==> src/rtl/gravsim_ball_frame_regs_if.sv <==
// Avalon-MM slave bus that carries NIOS register reads and writes into the ball frame registers.
// Reads have a fixed 1-cycle latency; there is no waitrequest and no backpressure.
interface gravsim_ball_frame_regs_if #(
   parameter int ADDR_W = 4
);
   logic [ADDR_W-1:0] avs_address;
   logic              avs_write;
   logic [31:0]       avs_writedata;
   logic [3:0]        avs_byteenable;
   logic              avs_read;
   logic [31:0]       avs_readdata;

   modport master (output avs_address, avs_write, avs_writedata, avs_byteenable, avs_read,
                   input  avs_readdata);
   modport slave  (input  avs_address, avs_write, avs_writedata, avs_byteenable, avs_read,
                   output avs_readdata);
endinterface

==> src/rtl/gravsim_ball_frame_regs.sv <==
// Shadow/active ball register banks; the shadow is swapped into active on the VGA_VS fall, and a circle hit test is registered 1 cycle.
// Reads: 1-cycle latency, no waitrequest. Define GRAVSIM_BALL_ID_EN to add the ball_id output.
module gravsim_ball_frame_regs #(
   parameter int NUM_BALLS = 4,
   parameter int RADIUS_W  = 6,
   parameter int ADDR_W    = 4
`ifdef GRAVSIM_BALL_ID_EN
   ,
   localparam int ID_W = (NUM_BALLS > 1) ? $clog2(NUM_BALLS) : 1
`endif
) (
   input  logic                     Clk,
   input  logic                     Reset,
   gravsim_ball_frame_regs_if.slave avs,
   input  logic                     VGA_VS,
   input  logic [9:0]               DrawX,
   input  logic [9:0]               DrawY,
   output logic                     is_ball,
`ifdef GRAVSIM_BALL_ID_EN
   output logic [ID_W-1:0]          ball_id,
`endif
   output logic [15:0]              frame_count
);
   localparam logic [31:0] CTRL_A = 32'(2*NUM_BALLS);
   localparam logic [31:0] STAT_A = 32'(2*NUM_BALLS+1);

   logic [9:0]          sh_x_q  [NUM_BALLS], sh_x_d  [NUM_BALLS];
   logic [9:0]          sh_y_q  [NUM_BALLS], sh_y_d  [NUM_BALLS];
   logic [RADIUS_W-1:0] sh_r_q  [NUM_BALLS], sh_r_d  [NUM_BALLS];
   logic                sh_en_q [NUM_BALLS], sh_en_d [NUM_BALLS];
   logic [9:0]          act_x_q [NUM_BALLS], act_x_d [NUM_BALLS];
   logic [9:0]          act_y_q [NUM_BALLS], act_y_d [NUM_BALLS];
   logic [RADIUS_W-1:0] act_r_q [NUM_BALLS], act_r_d [NUM_BALLS];
   logic                act_en_q[NUM_BALLS], act_en_d[NUM_BALLS];

   logic                commit_pend_q, commit_pend_d;
   logic [15:0]         frame_cnt_q, frame_cnt_d;
   logic [31:0]         rdata_q, rdata_d;
   logic                vs_s1_q, vs_s2_q, vs_s3_q;
   logic                is_ball_q;
   logic                vs_fall;
   logic [ADDR_W-1:0]   addr;
   logic [31:0]         wa, wd, be_mask;
   logic [NUM_BALLS-1:0] hit;

   function automatic logic [31:0] merge(input logic [31:0] old_w, input logic [31:0] new_w,
                                         input logic [31:0] mask);
      return (old_w & ~mask) | (new_w & mask);
   endfunction

   assign addr    = avs.avs_address;
   assign vs_fall = vs_s3_q & ~vs_s2_q;

   always_comb begin
      wa            = 32'(addr);
      wd            = avs.avs_writedata;
      be_mask       = {{8{avs.avs_byteenable[3]}}, {8{avs.avs_byteenable[2]}},
                       {8{avs.avs_byteenable[1]}}, {8{avs.avs_byteenable[0]}}};
      sh_x_d        = sh_x_q;
      sh_y_d        = sh_y_q;
      sh_r_d        = sh_r_q;
      sh_en_d       = sh_en_q;
      act_x_d       = act_x_q;
      act_y_d       = act_y_q;
      act_r_d       = act_r_q;
      act_en_d      = act_en_q;
      commit_pend_d = commit_pend_q;
      frame_cnt_d   = frame_cnt_q;
      rdata_d       = rdata_q;

      // The commit copies the pre-write shadow; a write in the same cycle lands in the shadow only.
      if (vs_fall && commit_pend_q) begin
         act_x_d       = sh_x_q;
         act_y_d       = sh_y_q;
         act_r_d       = sh_r_q;
         act_en_d      = sh_en_q;
         commit_pend_d = 1'b0;
         frame_cnt_d   = frame_cnt_q + 16'd1;
      end

      for (int k = 0; k < NUM_BALLS; k++) begin
         if (avs.avs_write && wa == 32'(2*k)) begin
            sh_x_d[k] = 10'(merge({6'd0, sh_y_q[k], 6'd0, sh_x_q[k]}, wd, be_mask));
            sh_y_d[k] = 10'(merge({6'd0, sh_y_q[k], 6'd0, sh_x_q[k]}, wd, be_mask) >> 16);
         end
         if (avs.avs_write && wa == 32'(2*k+1)) begin
            sh_r_d[k]  = RADIUS_W'(merge({sh_en_q[k], 31'(sh_r_q[k])}, wd, be_mask));
            sh_en_d[k] = 1'(merge({sh_en_q[k], 31'(sh_r_q[k])}, wd, be_mask) >> 31);
         end
      end
      if (avs.avs_write && wa == CTRL_A && avs.avs_byteenable[0] && wd[0])
         commit_pend_d = 1'b1;

      if (avs.avs_read) begin
         rdata_d = '0;
         for (int k = 0; k < NUM_BALLS; k++) begin
            if (wa == 32'(2*k))   rdata_d = {6'd0, sh_y_q[k], 6'd0, sh_x_q[k]};
            if (wa == 32'(2*k+1)) rdata_d = {sh_en_q[k], 31'(sh_r_q[k])};
         end
         if (wa == STAT_A) rdata_d = {commit_pend_q, 15'd0, frame_cnt_q};
      end
   end

   for (genvar k = 0; k < NUM_BALLS; k++) begin : g_hit
      logic signed [10:0] dx, dy;
      logic signed [21:0] dx2, dy2;
      logic        [21:0] r2;
      assign dx     = $signed({1'b0, DrawX}) - $signed({1'b0, act_x_q[k]});
      assign dy     = $signed({1'b0, DrawY}) - $signed({1'b0, act_y_q[k]});
      assign dx2    = 22'(dx) * 22'(dx);
      assign dy2    = 22'(dy) * 22'(dy);
      assign r2     = 22'(act_r_q[k]) * 22'(act_r_q[k]);
      assign hit[k] = act_en_q[k] && (($unsigned(dx2) + $unsigned(dy2)) <= r2);
   end

`ifdef GRAVSIM_BALL_ID_EN
   logic [ID_W-1:0] ball_id_q, ball_id_d;

   always_comb begin
      ball_id_d = '0;
      for (int k = NUM_BALLS-1; k >= 0; k--)
         if (hit[k]) ball_id_d = ID_W'(k);
   end

   always_ff @(posedge Clk or posedge Reset) begin
      if (Reset) ball_id_q <= '0;
      else       ball_id_q <= ball_id_d;
   end

   assign ball_id = ball_id_q;
`endif

   // Synchronizer flops reset high so that releasing reset never looks like a VS fall.
   always_ff @(posedge Clk or posedge Reset) begin
      if (Reset) begin
         sh_x_q        <= '{default: '0};
         sh_y_q        <= '{default: '0};
         sh_r_q        <= '{default: '0};
         sh_en_q       <= '{default: 1'b0};
         act_x_q       <= '{default: '0};
         act_y_q       <= '{default: '0};
         act_r_q       <= '{default: '0};
         act_en_q      <= '{default: 1'b0};
         commit_pend_q <= 1'b0;
         frame_cnt_q   <= '0;
         rdata_q       <= '0;
         is_ball_q     <= 1'b0;
         vs_s1_q       <= 1'b1;
         vs_s2_q       <= 1'b1;
         vs_s3_q       <= 1'b1;
      end else begin
         sh_x_q        <= sh_x_d;
         sh_y_q        <= sh_y_d;
         sh_r_q        <= sh_r_d;
         sh_en_q       <= sh_en_d;
         act_x_q       <= act_x_d;
         act_y_q       <= act_y_d;
         act_r_q       <= act_r_d;
         act_en_q      <= act_en_d;
         commit_pend_q <= commit_pend_d;
         frame_cnt_q   <= frame_cnt_d;
         rdata_q       <= rdata_d;
         is_ball_q     <= |hit;
         vs_s1_q       <= VGA_VS;
         vs_s2_q       <= vs_s1_q;
         vs_s3_q       <= vs_s2_q;
      end
   end

   assign avs.avs_readdata = rdata_q;
   assign is_ball          = is_ball_q;
   assign frame_count      = frame_cnt_q;
endmodule

==> src/flat_wrapper.sv <==
// flat-port wrapper written by rule: the top's interface ports become plain ports
module gravsim_ball_frame_regs_flat 
#(
   parameter int NUM_BALLS = 4,
   parameter int RADIUS_W  = 6,
   parameter int ADDR_W    = 4

)
  (Clk, Reset, VGA_VS, DrawX, DrawY, is_ball, frame_count, avs_avs_address, avs_avs_write, avs_avs_writedata, avs_avs_byteenable, avs_avs_read, avs_avs_readdata);
  gravsim_ball_frame_regs_if #(.ADDR_W(ADDR_W)) avs_i ();
  input  logic Clk;
  input  logic Reset;
  input  logic VGA_VS;
  input  logic [9:0] DrawX;
  input  logic [9:0] DrawY;
  output logic is_ball;
  output logic [15:0] frame_count;
  input wire logic [$bits(avs_i.avs_address)-1:0] avs_avs_address;
  input wire logic [$bits(avs_i.avs_write)-1:0] avs_avs_write;
  input wire logic [$bits(avs_i.avs_writedata)-1:0] avs_avs_writedata;
  input wire logic [$bits(avs_i.avs_byteenable)-1:0] avs_avs_byteenable;
  input wire logic [$bits(avs_i.avs_read)-1:0] avs_avs_read;
  output wire logic [$bits(avs_i.avs_readdata)-1:0] avs_avs_readdata;
  assign avs_i.avs_address = avs_avs_address;
  assign avs_i.avs_write = avs_avs_write;
  assign avs_i.avs_writedata = avs_avs_writedata;
  assign avs_i.avs_byteenable = avs_avs_byteenable;
  assign avs_i.avs_read = avs_avs_read;
  assign avs_avs_readdata = avs_i.avs_readdata;
  gravsim_ball_frame_regs #(.NUM_BALLS(NUM_BALLS), .RADIUS_W(RADIUS_W), .ADDR_W(ADDR_W)) u_core (.Clk(Clk), .Reset(Reset), .avs(avs_i), .VGA_VS(VGA_VS), .DrawX(DrawX), .DrawY(DrawY), .is_ball(is_ball), .frame_count(frame_count));
endmodule
==> config.mk <==
export PLATFORM = sky130hd
export DESIGN_NAME = gravsim_ball_frame_regs_flat
export DESIGN_NICKNAME = d
export VERILOG_FILES = /design/src/rtl/gravsim_ball_frame_regs_if.sv /design/src/rtl/gravsim_ball_frame_regs.sv /design/src/flat_wrapper.sv
export SDC_FILE = /design/constraint.sdc
export NUM_CORES = 2
export LEC_CHECK = 0
export ABC_AREA = 0
export CAP_MARGIN = 20
export CELL_PAD_IN_SITES_DETAIL_PLACEMENT = 0
export CELL_PAD_IN_SITES_GLOBAL_PLACEMENT = 1
export CORE_ASPECT_RATIO = 0.75
export CORE_MARGIN = 2
export CORE_UTILIZATION = 48
export CTS_CLUSTER_DIAMETER = 120
export CTS_CLUSTER_SIZE = 28
export DETAILED_ROUTE_END_ITERATION = 8
export DONT_BUFFER_PORTS = 1
export PLACE_DENSITY = 0.87
export SYNTH_ARGS = -nofsm -noshare
export SYNTH_HDL_FRONTEND = slang
export SYNTH_SLANG_ARGS = --single-unit
export TNS_END_PERCENT = 30
==> constraint.sdc <==
create_clock -name Clk -period 9.9 [get_ports Clk]
set_input_delay 0.99 -clock Clk [delete_from_list [all_inputs] [get_ports Clk]]
set_output_delay 0.99 -clock Clk [all_outputs]
set_load 0.05 [all_outputs]
* Word level (Yosys, flattened, before mapping)
Cells that the tools add are included.
Operators by class: add/subtract/negate cells 13, $mul 12, $lt $le $gt $ge 4, equal/unequal tests 9, muxes and demuxes 11, bitwise operators 20, reductions and logical operators 19
Operators with widths (count):
- $mux W32 | 8
- $mul A11 B11 Y22 | 8
- $and A32 B32 Y32 | 5
- $or A32 B32 Y32 | 4
- $and A26 B26 Y26 | 4
- $or A26 B26 Y26 | 4
- $add A22 B22 Y22 | 4
- $le A22 B12 Y1 | 4
- $sub A10 B10 Y11 | 8
- $mul A6 B6 Y12 | 4
- $not A32 Y32 | 1
- $mux W26 | 1
- $add A16 B1 Y16 const B | 1
- $eq A4 B3 Y1 const B | 4
- $logic_and A1 B1 Y1 | 16
- $eq A4 B2 Y1 const B | 2
- $eq A4 B4 Y1 const B | 2
- $eq A4 B1 Y1 const B | 1
- $logic_not A4 Y1 | 1
- $reduce_or A4 Y1 | 1
- $mux W1 | 2
- $reduce_bool A2 Y1 | 1
- $and A1 B1 Y1 | 1
- $not A1 Y1 | 1
Word-level totals: register bits 269, logic and storage cells 127

* Logic depth before layout (Yosys ltp)
depth after elaboration 10, mapped depth 43

* Worst setup path before layout
No wires, ideal clock.
path kind input-to-reg, from input port DrawY[0], to register u_core.is_ball_q, in the netlist u_core.is_ball, library setup time 0.067 ns, arrival 9.935 ns, path slack -0.102 ns, stages on the path 37, buffers on the path 0, cells stage by stage inv_1 > ha_1 > inv_1 > fa_1 > a21o_1 > a21oi_1 > o21ai_0 > a21oi_1 > o21bai_1 > a21oi_1 > o21ai_1 > nor2_1 > inv_1 > xnor2_1 > ha_1 > inv_1 > fa_1 > inv_1 > fa_1 > fa_1 > inv_1 > fa_1 > fa_1 > inv_1 > fa_1 > ha_1 > or3_1 > o21ai_0 > xnor2_1 > ha_1 > a2111oi_0 > o21ai_0 > a2111oi_0 > o311a_1 > nand3_1 > o32ai_1 > a311o_1
Between the ends: word-level cells in the longest chain between the ends 6
RTL lines:
- start, declared | line flat_wrapper.sv:15 | input logic [9:0] DrawY;
- $sub A10 B10 Y11 | line gravsim_ball_frame_regs.sv:109 | assign dy = $signed({1'b0, DrawY}) - $signed({1'b0, act_y_q[k]});
- $mul A11 B11 Y22 | line gravsim_ball_frame_regs.sv:111 | assign dy2 = 22'(dy) * 22'(dy);
- $add A22 B22 Y22 | line gravsim_ball_frame_regs.sv:113 | assign hit[k] = act_en_q[k] && (($unsigned(dx2) + $unsigned(dy2)) <= r2);
- $le A22 B12 Y1 | line gravsim_ball_frame_regs.sv:113
- $logic_and A1 B1 Y1 | line gravsim_ball_frame_regs.sv:113
- $reduce_or A4 Y1 * | line gravsim_ball_frame_regs.sv:163 | is_ball_q <= |hit;
- end signal, assigned | line gravsim_ball_frame_regs.sv:163
- end, declared | line gravsim_ball_frame_regs.sv:40 | logic is_ball_q;
Mark *: on every way between the ends. The rest lies on a longest branch, timed or not. A chain may end at the register's enable or synchronous reset.

* Worst setup path in the final report
from input port DrawX[0], to register u_core.is_ball_q, in the netlist u_core.is_ball
Between the ends: word-level cells in the longest chain between the ends 6
RTL lines:
- start, declared | line flat_wrapper.sv:14 | input logic [9:0] DrawX;
- $sub A10 B10 Y11 | line gravsim_ball_frame_regs.sv:108 | assign dx = $signed({1'b0, DrawX}) - $signed({1'b0, act_x_q[k]});
- $mul A11 B11 Y22 | line gravsim_ball_frame_regs.sv:110 | assign dx2 = 22'(dx) * 22'(dx);
- $add A22 B22 Y22 | line gravsim_ball_frame_regs.sv:113
- $le A22 B12 Y1 | line gravsim_ball_frame_regs.sv:113
- $logic_and A1 B1 Y1 | line gravsim_ball_frame_regs.sv:113
- $reduce_or A4 Y1 * | line gravsim_ball_frame_regs.sv:163
Marks and branches as above.

==> results_dict.tcl <==
set metrics [dict create \
    yosysTopAreaCell "fa_1" \
    arrival_ps 9900 \
    routed_wl_mm 133 \
    syn_avg_cell_area_sq_um 9.24 \
    synth_cell_type_count 74 \
    start_kind "input pin" \
    nFillCells 9519 \
    hpwlAfterDp_mm 116 \
    route.detailed.drc 0 \
    grt_pass1_vias 39400 \
    setup_viol 0 \
    drt-initial-drc-count 2623 \
    gp_congestion 0.939 \
    clock-root-buffer "clkbuf_16" \
    fmax_mhz 106 \
    ys_seq_area_frac 0.130 \
    worstSkewPairLatency_ps 530 \
    rows 103 \
    finClkSkew_ps 30.1 \
    synth_top_family_by_area "adder cells" \
    grt_pass1_wl_mm 217 \
    hold_buffers 0 \
    fin_nets 7333 \
    synthMuxAreaShare 0.0275 \
    synth.top_cell.area_share 0.386 \
    ys.flop_type "dfrtp_1" \
    ys_async_sr_fraction 1.00 \
    final_cell_mix "1507 x inv_1, 979 x fa_1, 533 x nand2_1" \
    numCtsBuffers 13 \
    die_x_um 380 \
    relSlewSlack 0.294 \
    min_period_ps 9430 \
    io_pins 114 \
    vias 36900 \
    synth_cells 5523 \
    path_common_cell "fa_1" \
    grt_max_degree 161 \
    synth_edf_count 0 \
    synthXorXnorAreaFrac 0.0362 \
    yosys_warnings 0 \
    postPlaceCellArea_sq_um 54900 \
    min_path_type "flip-flop to flip-flop" \
    finalMaxSlewViolations 0 \
    critPathKind "input pin to flip-flop" \
    yosys-top-cells-area "fa_1 39%, dfrtp_1 13%, ha_1 12%, inv_1 11%, nand2_1 3.9%" \
    crit_fanout 6 \
    antenna_left 0 \
    initial_core_util 0.485 \
    finalCritPeriodShare 0.952 \
    synth_area_sq_um 51000 \
    end_kind "flip-flop" \
    max_stage_delay_ps 590 \
    coreArea_sq_um 105000 \
    maxCapViolCount 0 \
    run_status "complete, no violations" \
    clkTransAtPathRegs_ps 140 \
    stdcell_area_sq_um 55600 \
    antenna_found_initial 8 \
    hold_viol 0 \
    final-seq-area_sq_um 6610 \
    drive_gt1_frac 0.0933 \
    clockBufferDepth 3 \
    synth_compound_area_frac 0.0733 \
    die_y_um 286 \
    wl_per_cell_um 18.4 \
    required_ps 10380 \
    cts_tree "done" \
    critical_path.slowest_cell "fa_1" \
    die-area_sq_um 109000 \
    synth_fa_ha_area_frac 0.510 \
    htree_num_levels 1 \
    multi_input_area_sq_um 38500 \
    track_usage 0.253 \
    area_growth_pct 8.93 \
    tightestPinTransition_ps 1060 \
    drtPass1Iterations 7 \
    yosys.area_share.simple 0.103 \
    cts_sinks 264 \
    via_per_inst 5.13 \
    synth-seq-cells 264 \
    layout_commonest_cell "inv_1" \
    grt-ovfl-total 0 \
    port-buffer-count 0 \
]
[cell usage after synthesis (5+ instances only)]
library cell / n
xor2_1: 43
a211oi_1: 8
o221ai_1: 6
a31o_2: 6
nand2b_1: 38
nand3_1: 40
a221oi_1: 20
nor4_1: 10
a222oi_1: 8
mux2i_1: 13
a21o_1: 39
and3_1: 6
a2111oi_0: 6
nor3_1: 34
nor2_1: 404
fa_1: 984
nand2_1: 533
a21boi_0: 36
o21ai_0: 175
and2_1: 55
nor2b_1: 46
a22o_1: 11
nand4_1: 12
buf_4: 5
o22ai_1: 14
or2_2: 21
clkbuf_1: 83
o21bai_1: 18
o2111ai_1: 6
mux2_2: 113
inv_1: 1511
a21oi_1: 126
a22oi_1: 18
o21a_1: 17
or3_1: 8
xnor2_1: 168
o211ai_1: 11
ha_1: 505
dfrtp_1: 261
a31oi_1: 18
clkinv_1: 26
[critical path: cells and delay by family]
| kind | cells | cell delay, ps |
|---|---|---|
| xor+xnor | 1 | 150 |
| buf+inv | 6 | 610 |
| simple gates | 6 | 1080 |
| fa+ha+maj | 10 | 4240 |
| compound gates | 16 | 2830 |
[metal layers]
metal	share of wire	global-route usage	vias to the layer above
met5	0.00044	0	-
met4	0.011	0.0262	8
met3	0.12	0.0809	127
met2	0.39	0.353	1289
met1	0.48	0.394	18300
li1	-	-	17200
[final timing paths]
| kind | slack [ps] | to | cells past startpoint | startpoint |
|---|---|---|---|---|
| max | 470 | u_core.is_ball | 39 | DrawX[0] |
| min | 360 | u_core.vs_s2_q | 0 | u_core.vs_s1_q |
| max reg2reg | 540 | u_core.is_ball | 38 | u_core.act_x_q[21] |
| min reg2reg | 360 | u_core.vs_s2_q | 0 | u_core.vs_s1_q |
| max in group asynchronous | 8020 | u_core.act_y_q[30] | 2 | Reset |
| min in group asynchronous | 420 | u_core.avs.avs_readdata[15] | 1 | Reset |
[final cells by class]
cell class                      count  area share
Antenna cell                        2   0.0000901
Clock buffer                       17     0.00612
Clock inverter                      4    0.000991
Tap cell                         1417      0.0319
Multi-Input combinational cell   3635       0.693
Sequential cell                   264       0.119
Timing Repair Buffer              328      0.0454
Inverter                         1537       0.104
[logic make-up after synthesis]
logic type	Yosys count
buf+inv	1628
fa+ha+maj	1489
simple gates	1225
compound gates	579
flops	264
xor+xnor	211
mux	126
other cells	1
[per-stage QoR]
| step | utilization | setup TNS [ps] | worst slack (ps) | cells | hold slack [ps] |
|---|---|---|---|---|---|
| 2_1_floorplan | - | 0 | 105 | 5527 | 345 |
| 3_3_place_gp | 0.522 | -225 | -225 | 7176 | 347 |
| 3_5_place_dp | 0.522 | -473 | -473 | 7176 | 347 |
| 4_1_cts | 0.526 | 0 | 35.5 | 7197 | 362 |
| 5_1_grt | 0.528 | -25.5 | -25.5 | 7204 | 372 |
| 6_report | 0.528 | 0 | 474 | 7204 | 362 |
[repair_timing]
action / in CTS / in global routing
endpoints found under the hold margin: 0 / 0
endpoints found under the setup margin: 0 / 1
gates resized for setup: 0 / 61
setup buffers: 0 / 3
Power is left out: the tool's default activity adds up to more than one toggle a clock period on the data nets, which glitch-free logic cannot reach.
